<file path="src/rtl/pipelined_hybrid_adder_pkg.sv">
// -----------------------------------------------------------------------------
// pipelined_hybrid_adder_pkg
// Shared constants for the pipelined hybrid adder and its users (ALU,
// multiplier accumulate path): the default geometry and the stage-count helper.
// No ports.
// -----------------------------------------------------------------------------
package pipelined_hybrid_adder_pkg;

   localparam int DEF_WIDTH = 32;
   localparam int DEF_BLOCK = 4;

   // One pipeline stage per lookahead slice.
   function automatic int calc_stages(input int width, input int block);
      return width / block;
   endfunction

endpackage

</file>
<file path="src/rtl/cla_block.sv">
// -----------------------------------------------------------------------------
// cla_block
// Purely combinational BLOCK-bit carry-lookahead slice. Every internal carry is
// a flat sum of generate/propagate products, so the carry does not ripple
// inside the slice.
// Ports:
//   a, b      BLOCK-bit operands (b already conditioned for subtract)
//   cin       carry into bit 0
//   s         BLOCK-bit sum
//   cout      carry out of the top bit
//   c_msb_in  carry into the top bit (used for signed overflow)
// -----------------------------------------------------------------------------
module cla_block #(
   parameter int BLOCK = 4
) (
   input  logic [BLOCK-1:0] a,
   input  logic [BLOCK-1:0] b,
   input  logic             cin,
   output logic [BLOCK-1:0] s,
   output logic             cout,
   output logic             c_msb_in
);

   logic [BLOCK-1:0] g;
   logic [BLOCK-1:0] p;
   logic [BLOCK:0]   c;

   assign g = a & b;
   assign p = a ^ b;

   // c[i+1] = g[i] | p[i]g[i-1] | ... | p[i..0]cin
   // NOTE: always_comb assigns every output before any conditional logic and
   // uses blocking assignments, so no latch can be inferred.
   always_comb begin
      logic pp;
      logic cn;
      c    = '0;
      c[0] = cin;
      for (int i = 0; i < BLOCK; i++) begin
         pp = 1'b1;
         cn = 1'b0;
         for (int j = i; j >= 0; j--) begin
            cn = cn | (pp & g[j]);
            pp = pp & p[j];
         end
         c[i+1] = cn | (pp & cin);
      end
   end

   assign s        = p ^ c[BLOCK-1:0];
   assign cout     = c[BLOCK];
   assign c_msb_in = c[BLOCK-1];

endmodule

</file>
<file path="src/rtl/pipelined_hybrid_adder.sv">
// -----------------------------------------------------------------------------
// pipelined_hybrid_adder
// Pipelined add/subtract unit: STAGES = WIDTH/BLOCK lookahead slices, one per
// pipeline stage, carry rippling stage to stage. Operands travel through a
// delay line so slice k sees its operand bits exactly when stage k-1's carry
// is ready; one WIDTH-bit result completes per cycle at steady state.
// Ports:
//   clk, rst_n           clock, asynchronous active-low reset
//   in_valid / in_ready  operand handshake (in_ready = global enable)
//   a, b, cin, sub       operands; sub=1 computes a-b and ignores cin
//   out_valid/out_ready  result handshake
//   sum, cout, overflow  registered result, carry-out, signed overflow
// -----------------------------------------------------------------------------
module pipelined_hybrid_adder
   import pipelined_hybrid_adder_pkg::*;
#(
   parameter int WIDTH = DEF_WIDTH,
   parameter int BLOCK = DEF_BLOCK
) (
   input  logic             clk,
   input  logic             rst_n,
   input  logic             in_valid,
   output logic             in_ready,
   input  logic [WIDTH-1:0] a,
   input  logic [WIDTH-1:0] b,
   input  logic             cin,
   input  logic             sub,
   output logic             out_valid,
   input  logic             out_ready,
   output logic [WIDTH-1:0] sum,
   output logic             cout,
   output logic             overflow
);

   localparam int STAGES = calc_stages(WIDTH, BLOCK);

   // Per-stage registers: valid, operands delay line, partial result, carry.
   logic             v_q   [STAGES];
   logic [WIDTH-1:0] a_q   [STAGES];
   logic [WIDTH-1:0] b_q   [STAGES];
   logic [WIDTH-1:0] r_q   [STAGES];
   logic             c_q   [STAGES];
   logic             sub_q [STAGES];
   logic             ovf_q;
   logic             en;

   // The whole pipeline advances together; it stalls only when a result sits
   // at the output unaccepted. Bubbles are deliberately not collapsed.
   assign en       = !out_valid || out_ready;
   assign in_ready = en;

   for (genvar k = 0; k < STAGES; k++) begin : g_stage
      logic             v_in;
      logic             c_in;
      logic             sub_in;
      logic [WIDTH-1:0] a_in;
      logic [WIDTH-1:0] b_in;
      logic [WIDTH-1:0] r_in;
      logic [BLOCK-1:0] b_eff;
      logic [BLOCK-1:0] s_blk;
      logic             co;
      logic             cm;
      logic [WIDTH-1:0] r_next;

      if (k == 0) begin : g_first
         assign v_in   = in_valid;
         assign a_in   = a;
         assign b_in   = b;
         assign sub_in = sub;
         assign c_in   = sub ? 1'b1 : cin;
         assign r_in   = '0;
      end else begin : g_next
         assign v_in   = v_q[k-1];
         assign a_in   = a_q[k-1];
         assign b_in   = b_q[k-1];
         assign sub_in = sub_q[k-1];
         assign c_in   = c_q[k-1];
         assign r_in   = r_q[k-1];
      end

      // Subtract inverts B one slice at a time, keeping the mux in-stage.
      assign b_eff = sub_in ? ~b_in[k*BLOCK +: BLOCK] : b_in[k*BLOCK +: BLOCK];

      cla_block #(.BLOCK(BLOCK)) u_cla (
         .a        (a_in[k*BLOCK +: BLOCK]),
         .b        (b_eff),
         .cin      (c_in),
         .s        (s_blk),
         .cout     (co),
         .c_msb_in (cm)
      );

      always_comb begin
         r_next                   = r_in;
         r_next[k*BLOCK +: BLOCK] = s_blk;
      end

      // NOTE: every pipeline data register is reset, not just the valid bits,
      // so the outputs read 0 straight after reset rather than stale data.
      always_ff @(posedge clk or negedge rst_n) begin
         if (!rst_n) begin
            v_q[k]   <= 1'b0;
            a_q[k]   <= '0;
            b_q[k]   <= '0;
            r_q[k]   <= '0;
            c_q[k]   <= 1'b0;
            sub_q[k] <= 1'b0;
         end else if (en) begin
            v_q[k] <= v_in;
            // Bubbles leave the data registers untouched so outputs hold.
            if (v_in) begin
               a_q[k]   <= a_in;
               b_q[k]   <= b_in;
               r_q[k]   <= r_next;
               c_q[k]   <= co;
               sub_q[k] <= sub_in;
            end
         end
      end

      if (k == STAGES-1) begin : g_last
         // Signed overflow: carry into MSB differs from carry out of MSB.
         always_ff @(posedge clk or negedge rst_n) begin
            if (!rst_n) begin
               ovf_q <= 1'b0;
            end else if (en && v_in) begin
               ovf_q <= co ^ cm;
            end
         end
      end
   end

   assign out_valid = v_q[STAGES-1];
   assign sum       = r_q[STAGES-1];
   assign cout      = c_q[STAGES-1];
   assign overflow  = ovf_q;

endmodule
</file>
<file path="config.mk">
export PLATFORM = sky130hd
export DESIGN_NAME = pipelined_hybrid_adder
export DESIGN_NICKNAME = d
export VERILOG_FILES = /design/src/rtl/pipelined_hybrid_adder_pkg.sv /design/src/rtl/cla_block.sv /design/src/rtl/pipelined_hybrid_adder.sv
export SDC_FILE = /design/constraint.sdc
export NUM_CORES = 1
export LEC_CHECK = 0
export CORE_MARGIN = 3
export CORE_UTILIZATION = 47
export DETAILED_ROUTE_END_ITERATION = 12
export GPL_TIMING_DRIVEN = 0
export HOLD_SLACK_MARGIN = 0.06
export PLACE_DENSITY = 0.68
export SLEW_MARGIN = 20
export SYNTH_ARGS = -nofsm -noshare
export SYNTH_HDL_FRONTEND = slang
export SYNTH_HIERARCHICAL = 1
export SYNTH_SLANG_ARGS = --single-unit
</file>
<file path="constraint.sdc">
create_clock -name clk -period 2 [get_ports clk]
set_input_delay 0.6 -clock clk [delete_from_list [all_inputs] [get_ports clk]]
set_output_delay 0.6 -clock clk [all_outputs]
set_load 0.02 [all_outputs]
</file>
==> results.cfg, run 1 <==
[logic_synthesis]
yosysUniqueCellTypes = 25
yosysWarnings = 6
async_reset_ff_frac = 1.00
syn_avg_cell_area_sq_um = 16.1
synth_top_area_share = 0.604
ys_ff_latch = 392
synth_area_sq_um = 16200
yosysSeqAreaShare = 0.604
syn_nets = 1120
yosysTopAreaCell = dfrtp_1
ys_dominant_reg_cell = dfrtp_1
syn_inst = 1010
synth-edff-count = 0
netlist_top_cells_area = dfrtp_1 60%, mux2_2 23%, mux2_4 4.3%, xor2_1 2.9%, ha_1 2.5%

[cts]
clockRootBuffer = clkbuf_16
htreeDepth = 2
clk_path_buf_depth = 3
clock-sinks = 392
clk_pin_slew_worst_paths_ps = 60
cts_tree = built
numCtsBuffers = 41
clkLatencyLatePin_ps = 520

[outcome]
status = complete, no violations

[die]
die_w_microns = 192
core-area_sq_um = 33800
die_y_microns = 192
num_rows = 67
die_area_sq_um = 36800
initial_utilization = 0.481
pin_count = 106

[timing]
hold_violations = 0
post-route-period-util = 0.973
fin_skew_ps = 8.11
setup_tns_ps = 0
rsz0062_at_grt = true
slew-limit-headroom = 0.685
max_clock_freq_mhz = 514
drv_slew = 0
fin_crit_ps = 1950
worst_pin_slew_ps = 472
setup_viol = 0
hold_ws_ps = 387

[worst_setup_path]
r2r_start = g_stage[7].sub_in$_DFFE_PN0P_
crit_fanout = 5
crit_arrival_ps = 2350
critPathKind = reg2reg
critPathLaunchType = flop
endpoint_kind = flop
ff2ff_setup_slack_ps = 50
reg2reg_depth = 7
r2r_end = overflow$_DFFE_PN0P_
crit_required_ps = 2400

[hold_path]
hp-start = sub
hold_depth = 2
hold_path_class = in2reg
min_to = g_stage[1].sub_in$_DFFE_PN0P_

[placed_design]
gp_congestion = 0.726
port_buffers = 104
placed_area_sq_um = 18000
hpwl_microns = 19300

[drt]
drt_iter0_drc = 270
vias = 8051
detail-route-antenna-nets = 0
wl_per_cell_microns = 16.2
drtPass1Iterations = 4
viasPerCell = 4.93
drcViolationCount = 0
drt-total-wl_microns = 26500

[finish]
drive_gt1_frac = 0.439
antennaDiodeCount = 0
area_growth_pct = 19.4
layout_commonest_cell = dfrtp_1
design_area_sq_um = 19400
fin_nets = 1273
final_cell_mix = 385 x dfrtp_1, 326 x mux2_2, 66 x clkdlybuf4s50_1

[power_and_ir_drop]
power.density_nw_per_um2 = 1820
power_mw = 35.4
p_leak_nw = 8.76
irDropWorstVdd_uv = 790

[global_route]
grt_max_degree = 95
first_global_vias = 8317
grt_first_pass_wirelength_microns = 44400
overflow = 0
antenna_found_initial = 0
grt_usage = 0.148

[flow_run]
maxCapViolations = 0
## sequential cells by signal (all words and copies together), names as in the netlist
name and cells:
g_stage.v_in 7, overflow 1, g_stage.b_in 112, cout 1
g_stage.sub_in 7, sum 32, g_stage.a_in 112, g_stage.c_in 7
out_valid 1, g_stage.r_in 112
## how the worst max path moves through the flow
| stage | to | startpoint | depth (start not counted) |
|---|---|---|---|
| final | overflow$_DFFE_PN0P_ | g_stage[7].sub_in$_DFFE_PN0P_ | 7 |
| after global routing | overflow$_DFFE_PN0P_ | g_stage[7].sub_in$_DFFE_PN0P_ | 7 |
| after CTS | in_ready | out_ready | 5 |
| after detailed placement | in_ready | out_ready | 5 |
| after global placement | sum[1]$_DFFE_PN0P_ | rst_n | 1 |
| after floorplan | g_stage[1].c_in$_DFFE_PN0P_ | sub | 7 |
## cell type report
cell class                      count  area, sq um
Buffer                             40          308
Fill cell                        2624        14400
Inverter                           17         76.3
Timing Repair Buffer              117         1220
Clock buffer                       59         1190
Tap cell                          448          561
Sequential cell                   392         9820
Multi-Input combinational cell    554         6100
Clock inverter                      7          114
## worst max-delay path, cell delays in order, from the launching register on
cell and delay (ps):
dfrtp_2 440, xor2_2 170, ha_1 290, a211oi_2 240, o21bai_2 110, a21o_1 180
xor2_1 140, mux2_2 250
## cell families (layout without fill, tap and decap cells)
kind of cell    count (synthesis)  count (layout)  share of synthesized area
xor+xnor                       57              57                     0.0307
compound gates                 32              32                     0.0179
fa+ha+maj                      40              40                     0.0345
buf+inv                        64             240                     0.0243
flops                         392             392                      0.604
mux                           384             384                      0.277
simple gates                   41              41                     0.0113
## cell usage after synthesis, drive strengths merged (8+ instances only)
master	n
inv	17
fa	8
a211oi	8
nand2	22
o21ai	8
a21o	8
ha	32
o21bai	8
buf	39
nor2	16
dfrtp	392
mux2	384
clkbuf	8
xor2	53
## stage by stage
step	instances	util	worst slack, ps
after floorplan	1010	-	-22.2
after global placement	1562	0.529	-16620
after detailed placement	1566	0.532	-594
after CTS	1630	0.570	-76.6
after global routing	1634	0.574	-31.3
final	1634	0.574	54.4
## power breakdown
part	switching (mW)	leakage (nW)	internal [mW]
Sequential	2.34	4.62	11.9
Combinational	5.72	3.50	8.11
Clock	2.85	0.637	4.47
Total	10.9	8.76	24.5
## routing by layer
layer	global-route usage	wire, microns	vias up
li1	-	-	3858
met1	0.222	13200	4043
met3	0.0223	900	40
met5	0	0	-
met2	0.227	11900	110
met4	0.0398	543	0
## repair_timing
item                                   4_1_cts  5_1_grt
pin swaps                                    3        7
setup endpoints to repair                   56       98
cloned                                       0        1
buffers inserted                             4        3
hold buffers                                 1        0
endpoints found under the hold margin       60        0
resized for setup                           44       16
Note: power is estimated with default switching activity, not from simulation.
==> run 2, diff against run 1 <==
--- a/config.mk
+++ b/config.mk
@@ -7,10 +7,11 @@
 export LEC_CHECK = 0
 export CORE_MARGIN = 3
 export CORE_UTILIZATION = 47
+export CTS_CLUSTER_DIAMETER = 80
 export DETAILED_ROUTE_END_ITERATION = 12
-export GPL_TIMING_DRIVEN = 0
 export HOLD_SLACK_MARGIN = 0.06
 export PLACE_DENSITY = 0.68
+export REMOVE_ABC_BUFFERS = 1
 export SLEW_MARGIN = 20
 export SYNTH_ARGS = -nofsm -noshare
 export SYNTH_HDL_FRONTEND = slang
==> results.cfg, run 2 (synthesized netlist as in run 1, its figures left out) <==
[timing]
worst_pin_slew_ps = 390
max_clock_freq_mhz = 523
drv_slew = 0
hold_violations = 0
hold_ws_ps = 480
post-route-period-util = 0.956
fin_skew_ps = 17.2
slew-limit-headroom = 0.740
setup_viol = 0
rsz0062_at_grt = true
fin_crit_ps = 1910

[finish]
drive_gt1_frac = 0.441
design_area_sq_um = 19700
antennaDiodeCount = 0
final_util = 0.582
fin_nets = 1281
layout_commonest_cell = dfrtp_1
final_cell_mix = 389 x dfrtp_1, 326 x mux2_2, 66 x clkdlybuf4s50_1
area_growth_pct = 21.0

[global_route]
antenna_found_initial = 0
overflow = 0
grt_max_degree = 72
grt_usage = 0.154
grt_first_pass_wirelength_microns = 45400
first_global_vias = 8815

[drt]
drt_iter0_drc = 265
detail-route-antenna-nets = 0
drt-total-wl_microns = 26900
viasPerCell = 5.02
vias = 8270
drcViolationCount = 0
drtPass1Iterations = 4
wl_per_cell_microns = 16.3

[cts]
clk_pin_slew_worst_paths_ps = 60
htreeDepth = 2
clk_path_buf_depth = 3
clkLatencyLatePin_ps = 530
clock-sinks = 392
cts_tree = built
numCtsBuffers = 43
clockRootBuffer = clkbuf_16

[power_and_ir_drop]
power_mw = 35.8
power.density_nw_per_um2 = 1820
p_seq_frac = 0.391
p_switching_mw = 10.9
irDropWorstVdd_uv = 861
comb_power_share = 0.396
swShare = 0.303
clkPwrFrac = 0.213
p_leak_nw = 8.92
internal-power_mw = 24.9

[worst_setup_path]
path_buf_inv = 0
crit_family = compound AO/OA/AOI/OAI gates
cpPeakStageDelay_ps = 460
critPathKind = reg2reg
cp_slowest_cell = dfrtp_2
reg2reg_depth = 6
crit_arrival_ps = 2330
crit_fanout = 5
endpoint_kind = flop
crit_required_ps = 2420
worstPathCellList = xor2_2 > ha_1 > a211oi_2 > o21bai_2 > a21o_1 > mux2_2
critPathLaunchType = flop
worst-path-stages = 6

[placed_design]
port_buffers = 105
placed_area_sq_um = 18300
hpwl_microns = 18100
gp_congestion = 0.746

[die]
num_rows = 67
pin_count = 106
core-area_sq_um = 33800
die_y_microns = 192
initial_utilization = 0.481
die_w_microns = 192
die_area_sq_um = 36800

[hold_path]
hold_depth = 1
hold_path_class = reg2reg

[outcome]
status = complete, no violations

[flow_run]
maxCapViolations = 0
==> run 2: cell count changes in the layout (fill, tap and decap cells not counted), moves of 4 or more <==
cell / delta
clkbuf_8: +5
dfrtp_1: +4
buf_12: +22
buf_6: -8
buf_2: -12
buf_4: +9
dfrtp_2: -4
buf_16: -4
==> run 2: worst paths after layout <==
check | end | startpoint | slack [ps]
max in group asynchronous | g_stage[1].a_in[21]$_DFFE_PN0P_ | rst_n | 730
worst min register to register | g_stage[6].r_in[0]$_DFFE_PN0P_ | g_stage[5].r_in[0]$_DFFE_PN0P_ | 480
worst max register to register | g_stage[4].c_in$_DFFE_PN0P_ | g_stage[3].sub_in$_DFFE_PN0P_ | 90
worst min-delay path | g_stage[6].r_in[0]$_DFFE_PN0P_ | g_stage[5].r_in[0]$_DFFE_PN0P_ | 480
worst max-delay path | g_stage[4].c_in$_DFFE_PN0P_ | g_stage[3].sub_in$_DFFE_PN0P_ | 90
min in group asynchronous | g_stage[1].a_in[27]$_DFFE_PN0P_ | rst_n | 570
==> run 2: timing repair <==
action,in CTS,in global routing
setup endpoints to repair,38,10
gates resized for setup,44,9
hold buffers,1,0
pin swaps,1,5
setup buffers,0,1
endpoints found under the hold margin,27,0
==> run 2: final cells by class <==
type                    count  area [sq um]
clock buffers              64          1260
clock inverters             9           105
fillers                  2684         14100
inverters                  17          71.3
multi-input cells         554          6090
flip-flops and latches    392          9810
well taps                 448           561
repair buffers            163          1750
==> run 2: power by group through the flow <==
stage               clock [mW]  sequential, mW  combinational, mW
floorplan                    0            13.9               10.4
global placement             0            14.1               14.2
detailed placement           0            14.2               14.6
CTS                       7.87            14.1               14.4
global route              8.21            14.6               15.7
finish                    7.61            14.0               14.2
==> run 2: per-layer routing <==
metal  GRT usage  up-vias  share of wire
met5           0        -              0
met4      0.0409        0          0.021
met1       0.212     4253           0.46
li1            -     3852              -
met3      0.0290       50          0.040
met2       0.251      115           0.47
==> run 2: per-stage QoR <==
stage | cells | setup TNS (ps) | setup slack [ps]
finish | 1647 | 0 | 88.2
global route | 1647 | -18.1 | -18.1
CTS | 1646 | 0 | 0.294
detailed placement | 1572 | -166010 | -563
global placement | 1572 | -156560 | -517
floorplan | 963 | -188190 | -1190
